==> config.mk <==
export PLATFORM = sky130hd
export DESIGN_NAME = psram_rx_capture_flat
export DESIGN_NICKNAME = d
export VERILOG_FILES = /design/src/rtl/psram_pkg.sv /design/src/rtl/psram_rx_capture_if.sv /design/src/rtl/psram_rx_fifo.sv /design/src/rtl/psram_rx_capture.sv /design/src/flat_wrapper.sv
export SDC_FILE = /design/constraint.sdc
export NUM_CORES = 1
export LEC_CHECK = 0
export ABC_AREA = 1
export CAP_MARGIN = 25
export CORE_ASPECT_RATIO = 2
export CORE_UTILIZATION = 45
export CTS_CLUSTER_DIAMETER = 80
export CTS_CLUSTER_SIZE = 12
export DETAILED_ROUTE_END_ITERATION = 8
export GPL_ROUTABILITY_DRIVEN = 0
export PLACE_DENSITY = 0.74
export SYNTH_ARGS = -nofsm -noshare
export SYNTH_HDL_FRONTEND = slang
export SYNTH_SLANG_ARGS = --single-unit
==> constraint.sdc <==
create_clock -name sys_clk -period 3.85 [get_ports sys_clk]
set_input_delay 1.155 -clock sys_clk [delete_from_list [all_inputs] [get_ports sys_clk]]
set_output_delay 1.155 -clock sys_clk [all_outputs]
set_load 0.1 [all_outputs]
==> src/rtl/psram_pkg.sv <==
// Shared definitions for the PSRAM SPI command driver and its receive-side capture block.
package psram_pkg;

  typedef enum logic [2:0] {
    StIdle,
    StArmed,
    StSkip,
    StData,
    StDrain
  } rx_state_e;

  localparam logic [7:0] CMD_READ   = 8'h03;
  localparam logic [7:0] CMD_WRITE  = 8'h02;
  localparam logic [7:0] CMD_RST_EN = 8'h66;
  localparam logic [7:0] CMD_RST    = 8'h99;
  localparam logic [7:0] CMD_RDID   = 8'h9F;

  localparam int unsigned READ_SKIP_BITS = 32;
  localparam int unsigned RDID_SKIP_BITS = 32;

endpackage

==> src/rtl/psram_rx_capture_if.sv <==
// Byte stream from the capture FIFO to its consumer (valid/ready).
interface psram_rx_capture_if;
  logic [7:0] rd_data;
  logic       rd_valid;
  logic       rd_ready;

  modport master (output rd_data, output rd_valid, input rd_ready);
  modport slave  (input rd_data, input rd_valid, output rd_ready);
endinterface

==> src/rtl/psram_rx_fifo.sv <==
// First-word-fall-through synchronous FIFO; a pop frees a slot for a same-cycle push when full.
module psram_rx_fifo #(
  parameter int unsigned Depth = 4,
  parameter int unsigned Width = 8
) (
  input  logic             sys_clk,
  input  logic             sys_reset_n,
  input  logic             push_i,
  input  logic [Width-1:0] data_i,
  input  logic             pop_i,
  output logic [Width-1:0] data_o,
  output logic             full_o,
  output logic             empty_o
);

  localparam int unsigned Aw = $clog2(Depth);

  logic [Aw:0]      wptr_q, rptr_q;
  logic [Width-1:0] mem_q [Depth];
  logic             do_push, do_pop;

  // Extra pointer bit distinguishes full from empty.
  assign empty_o = (wptr_q == rptr_q);
  assign full_o  = (wptr_q[Aw] != rptr_q[Aw]) && (wptr_q[Aw-1:0] == rptr_q[Aw-1:0]);
  assign do_pop  = pop_i && !empty_o;
  assign do_push = push_i && (!full_o || do_pop);
  assign data_o  = empty_o ? '0 : mem_q[rptr_q[Aw-1:0]];

  always_ff @(posedge sys_clk or negedge sys_reset_n) begin
    if (!sys_reset_n) begin
      wptr_q <= '0;
      rptr_q <= '0;
    end else begin
      if (do_push) wptr_q <= wptr_q + 1'b1;
      if (do_pop)  rptr_q <= rptr_q + 1'b1;
    end
  end

  always_ff @(posedge sys_clk) begin
    if (do_push) mem_q[wptr_q[Aw-1:0]] <= data_i;
  end

endmodule

==> src/rtl/psram_rx_capture.sv <==
// Samples PSRAM MISO on each SCK edge, skips command/address bits and buffers read bytes MSB-first.
module psram_rx_capture
  import psram_pkg::*;
#(
  parameter int unsigned FIFO_DEPTH = 4,
  parameter int unsigned LEN_W      = 8,
  parameter int unsigned SKIP_W     = 6
) (
  input  logic              sys_clk,
  input  logic              sys_reset_n,
  input  logic              start,
  input  logic [SKIP_W-1:0] skip_bits,
  input  logic [LEN_W-1:0]  byte_count,
  input  logic              ce_n,
  input  logic              miso,
  psram_rx_capture_if.master rd,
  output logic              busy,
  output logic              done,
  output logic              short_err,
  output logic              overflow,
  input  logic              clr_flags
);

  rx_state_e         state_q, state_d;
  logic [SKIP_W-1:0] skip_q, skip_d, skip_cnt_q, skip_cnt_d, skip_next;
  logic [LEN_W-1:0]  len_q, len_d;
  logic [2:0]        bit_idx_q, bit_idx_d;
  logic [7:0]        shift_q, shift_d, byte_next;
  logic              done_q, done_d, short_q, short_d, ovf_q, ovf_d;
  logic              skip_edge, data_edge, push, set_short, set_ovf;
  logic              fifo_full, fifo_empty, pop;

  assign skip_next = skip_cnt_q + 1'b1;
  assign byte_next = {shift_q[6:0], miso};

  always_comb begin
    state_d    = state_q;
    skip_d     = skip_q;
    skip_cnt_d = skip_cnt_q;
    len_d      = len_q;
    bit_idx_d  = bit_idx_q;
    shift_d    = shift_q;
    done_d     = 1'b0;
    push       = 1'b0;
    set_short  = 1'b0;
    skip_edge  = 1'b0;
    data_edge  = 1'b0;

    unique case (state_q)
      StIdle: begin
        if (start) begin
          skip_d     = skip_bits;
          len_d      = byte_count;
          skip_cnt_d = '0;
          bit_idx_d  = '0;
          shift_d    = '0;
          state_d    = StArmed;
        end
      end
      StArmed: begin
        if (!ce_n) begin
          if (skip_q == '0) data_edge = 1'b1;
          else              skip_edge = 1'b1;
        end
      end
      StSkip, StData: begin
        if (ce_n) begin
          // Early chip-select release; the partial byte is simply abandoned.
          done_d    = 1'b1;
          set_short = (len_q != '0);
          state_d   = StIdle;
        end else if (state_q == StSkip) begin
          skip_edge = 1'b1;
        end else begin
          data_edge = 1'b1;
        end
      end
      StDrain: begin
        if (ce_n) begin
          done_d  = 1'b1;
          state_d = StIdle;
        end
      end
      default: state_d = StIdle;
    endcase

    if (skip_edge) begin
      skip_cnt_d = skip_next;
      if (skip_next == skip_q) state_d = (len_q == '0) ? StDrain : StData;
      else                     state_d = StSkip;
    end

    if (data_edge) begin
      if (len_q == '0) begin
        state_d = StDrain;
      end else begin
        shift_d   = byte_next;
        bit_idx_d = bit_idx_q + 3'd1;
        state_d   = StData;
        if (bit_idx_q == 3'd7) begin
          push  = 1'b1;
          len_d = len_q - 1'b1;
          if (len_q == LEN_W'(1)) state_d = StDrain;
        end
      end
    end
  end

  assign pop     = rd.rd_valid && rd.rd_ready;
  assign set_ovf = push && fifo_full && !pop;

  // Clear takes priority over a same-cycle set.
  always_comb begin
    short_d = clr_flags ? 1'b0 : (short_q | set_short);
    ovf_d   = clr_flags ? 1'b0 : (ovf_q | set_ovf);
  end

  always_ff @(posedge sys_clk or negedge sys_reset_n) begin
    if (!sys_reset_n) begin
      state_q    <= StIdle;
      skip_q     <= '0;
      skip_cnt_q <= '0;
      len_q      <= '0;
      bit_idx_q  <= '0;
      shift_q    <= '0;
      done_q     <= 1'b0;
      short_q    <= 1'b0;
      ovf_q      <= 1'b0;
    end else begin
      state_q    <= state_d;
      skip_q     <= skip_d;
      skip_cnt_q <= skip_cnt_d;
      len_q      <= len_d;
      bit_idx_q  <= bit_idx_d;
      shift_q    <= shift_d;
      done_q     <= done_d;
      short_q    <= short_d;
      ovf_q      <= ovf_d;
    end
  end

  psram_rx_fifo #(
    .Depth (FIFO_DEPTH),
    .Width (8)
  ) u_fifo (
    .sys_clk     (sys_clk),
    .sys_reset_n (sys_reset_n),
    .push_i      (push),
    .data_i      (byte_next),
    .pop_i       (rd.rd_ready),
    .data_o      (rd.rd_data),
    .full_o      (fifo_full),
    .empty_o     (fifo_empty)
  );

  assign rd.rd_valid = !fifo_empty;
  assign busy        = (state_q != StIdle);
  assign done        = done_q;
  assign short_err   = short_q;
  assign overflow    = ovf_q;

endmodule

==> src/flat_wrapper.sv <==
// flat-port wrapper written by rule: the top's interface ports become plain ports
module psram_rx_capture_flat import psram_pkg::*;
#(
  parameter int unsigned FIFO_DEPTH = 4,
  parameter int unsigned LEN_W      = 8,
  parameter int unsigned SKIP_W     = 6
)
  (sys_clk, sys_reset_n, start, skip_bits, byte_count, ce_n, miso, busy, done, short_err, overflow, clr_flags, rd_rd_data, rd_rd_valid, rd_rd_ready);
  psram_rx_capture_if rd_i ();
  input  logic sys_clk;
  input  logic sys_reset_n;
  input  logic start;
  input  logic [SKIP_W-1:0] skip_bits;
  input  logic [LEN_W-1:0] byte_count;
  input  logic ce_n;
  input  logic miso;
  output logic busy;
  output logic done;
  output logic short_err;
  output logic overflow;
  input  logic clr_flags;
  output wire logic [$bits(rd_i.rd_data)-1:0] rd_rd_data;
  output wire logic [$bits(rd_i.rd_valid)-1:0] rd_rd_valid;
  input wire logic [$bits(rd_i.rd_ready)-1:0] rd_rd_ready;
  assign rd_rd_data = rd_i.rd_data;
  assign rd_rd_valid = rd_i.rd_valid;
  assign rd_i.rd_ready = rd_rd_ready;
  psram_rx_capture #(.FIFO_DEPTH(FIFO_DEPTH), .LEN_W(LEN_W), .SKIP_W(SKIP_W)) u_core (.sys_clk(sys_clk), .sys_reset_n(sys_reset_n), .start(start), .skip_bits(skip_bits), .byte_count(byte_count), .ce_n(ce_n), .miso(miso), .rd(rd_i), .busy(busy), .done(done), .short_err(short_err), .overflow(overflow), .clr_flags(clr_flags));
endmodule
==> run summary <==
Run status = finished, final reports clean
Setup TNS Final = 0 ns
Vias per cell = 5.18
Final hold vios = 0
Cell Rows = 46
Clk_skew = 0.00714 ns
Met3 Use GR = 4.61%
H-tree depth = 3
Post-synthesis xor/xnor area fraction = 2.66%
Seq pwr share = 32.5%
Crit start category = register
RSZ-0062 raised after global routing = false
Top FF cell, synth = dfrtp_1
Slew Limit Fails = 0
Pin count of the biggest net entering global routing = 43
Post-Syn Area = 3620 um^2
Syn_nets = 421
Logic pwr share = 43.9%
Simple logic cell fraction of the synthesized area = 20.5%
Post-synthesis compound-gate area fraction = 8.87%
CTS Buf Count = 9
Total Die Area = 8440 um^2
Resize count post-CTS = 0
# setup viols final = 0
Routed len/inst = 14.3 um
Count leader, synth = nand2_1
Initial antenna violation count = 0
Layout area overhead = 20.1%
Internal power = 1.95 mW
YS warnings = 0
Seq/Total Area, Yosys = 55.5%
DRC violations left = 0
Cells after synthesis = 390
Avg Cell Area, Syn = 9.29 um^2
Sw power = 1.67 mW
Mux share of post-synthesis cell area = 2.11%
Leakage power = 1.93 nW
Total gr overflow = 0
Dominant cell type by area after synthesis = dfrtp_1
Die H = 129 um
Synth top area share = 29.0%
Crit path kind = register to primary output
R2R setup slack = 1.59 ns
Placed cell areas = 4020 um^2
Met1 usage = 18.2%
Post-synthesis cell type count = 29
Clock power share = 23.6%
Max VDD drop = 354 uV
Core area = 7890 um^2
Crit path time final = 3.49 ns
Worst rel slew slack = 41.9%
Share of layout cells above drive strength 1 = 11.8%
Min-delay worst type = register to register
Total number of vias = 2739
Fin nets = 459
Later-pin clock latency in the skew report = 0.33 ns
GRT Total Usage = 20.2%
Die Wd = 65.5 um
Area of the multi-input gates = 1360 um^2
Endpoint class of the critical path = primary output
Fmax = 287 MHz
Pwr/cell area = 833 nW/um^2
First-pass DRT Iterations = 4
Setup bufs post-CTS = 0
Cts hold-fix bufs = 0
Final antenna-violating net count = 0
# IOs = 34
Post-synthesis async set-or-reset flop share = 56.8%
GR peak layer = met2
Clock transition at path regs = 0.06 ns
Root Buffer = clkbuf_16
Fin crit share = 90.6%
Antenna diodes = 0
Clk sink count = 74
Synth top area cells = dfrtp_1, edfxtp_1, nand2_1, nor2_1, inv_1
Register area = 2010 um^2
Synth Area in Adders = 3.45%
Crit path arrival time = 2.33 ns
Pre-CTS WS = 0.608 ns
Final Instance Area = 4350 um^2
First-pass GRT wire length = 12.5 mm
Max-cap viol count = 0
Initial drt markers = 106
Commonest cells post-synth = nand2_1, nor2_1, inv_1, dfrtp_1, edfxtp_1
Synth Register Bits = 74
Final worst slack = 0.363 ns
Initial core utilization = 46.0%
FILL cells = 665
Final WL = 7.58 mm
Met2 usage = 40.1%
Crit-path max FO = 19
Max Root-Sink Buffers = 2
Worst Max-Slew Pin Slew = 0.869 ns
CTS tree = yes
Largest family of logic cells by synthesized area = simple AND/OR/NAND/NOR gates
Vias in the first global route = 2714
IO Port Bufs = 33
Worst EP required = 2.69 ns
Hpwl dp = 5.60 mm
Sw Ratio = 46.1%
Number of enable flip-flop cells after synthesis = 32
-- power by group through the flow --
stage	logic, mW	clock network (mW)	registers [mW]
after detailed placement	1.59	0	1.19
after CTS	1.60	0.865	1.17
final	1.59	0.857	1.18
after global routing	1.73	0.901	1.20
after floorplan	1.32	0	1.12
after global placement	1.56	0	1.18
-- registers in the layout, indices dropped and copies added, names as in the netlist --
register              count
u_core.state_q            3
u_core.bit_idx_q          3
u_core.overflow           1
u_core.skip_q             6
u_core.done               1
u_core.u_fifo.wptr_q      3
u_core.shift_q            7
u_core.len_q              8
u_core.short_err          1
u_core.u_fifo.mem_q      32
u_core.u_fifo.rptr_q      3
u_core.skip_cnt_q         6
-- cell families after synthesis --
| kind of cell | count (synthesis) |
|---|---|
| xor gates and xnor gates | 11 |
| buffers and inverters | 62 |
| adders and majority gates | 10 |
| DFF | 74 |
| AOI/OAI and AO/OA | 56 |
| muxes | 7 |
| and+or+nand+nor | 170 |
-- cell type report --
type | instances | area share (%)
repair buffers | 39 | 8.05
flip-flops and latches | 74 | 46.2
clock inverters | 5 | 1.41
inverters | 50 | 4.43
well taps | 96 | 2.76
multi-input cells | 254 | 31.3
clock buffers | 11 | 5.81
-- path summary, 6_finish.rpt --
| kind | start | to | depth (start not counted) |
|---|---|---|---|
| worst max register to register | u_core.u_fifo.rptr_q[0] | u_core.u_fifo.rptr_q[1] | 6 |
| min in group asynchronous | sys_reset_n | u_core.len_q[5] | 1 |
| worst min-delay path | u_core.u_fifo.rptr_q[2] | u_core.u_fifo.rptr_q[2] | 1 |
| max in group asynchronous | sys_reset_n | u_core.skip_cnt_q[0] | 2 |
| worst max-delay path | u_core.u_fifo.rptr_q[0] | rd_rd_data[3] | 7 |
| worst min register to register | u_core.u_fifo.rptr_q[2] | u_core.u_fifo.rptr_q[2] | 1 |
-- critical path, cell delays in order (launching register included) --
cell and delay, ns:
dfrtp_1 0.58, inv_2 0.34, nand2_1 0.09, a21oi_1 0.25, nand2_1 0.32, nand2_1 0.15, inv_1 0.04, buf_4 0.22
-- metal layers --
metal	up-vias	part of all wire, %
li1	1377	-
met5	-	0
met4	0	0.92
met1	1309	34
met2	49	63
met3	4	2.2
-- placed cells by master (no fill, tap or decap), types with 2 or more instances in the layout --
cell	count
clkbuf_16	9
nor2_1	54
o32ai_1	8
o22ai_1	6
nand2_2	2
nand2_1	66
clkinvlp_4	3
mux2_2	4
clkbuf_8	2
inv_2	3
dfrtp_1	42
inv_1	46
nand4_1	11
clkdlybuf4s50_1	19
nand3_1	29
mux2i_1	2
a21oi_1	13
nor2_4	3
o21ai_0	20
ha_1	10
buf_4	18
o21ai_1	7
xnor2_1	2
nor3_1	3
edfxtp_1	32
xor2_1	9
-- through the flow --
step	total power, mW	util, %	hold slack (ns)	cells
finish	3.62	55.2	0.490	529
global placement	2.74	51.0	0.471	512
detailed placement	2.78	51.0	0.489	512
CTS	3.64	54.9	0.497	528
floorplan	2.44	-	0.455	390
global route	3.83	55.2	0.498	529
Power figures use the tool's default switching activity.
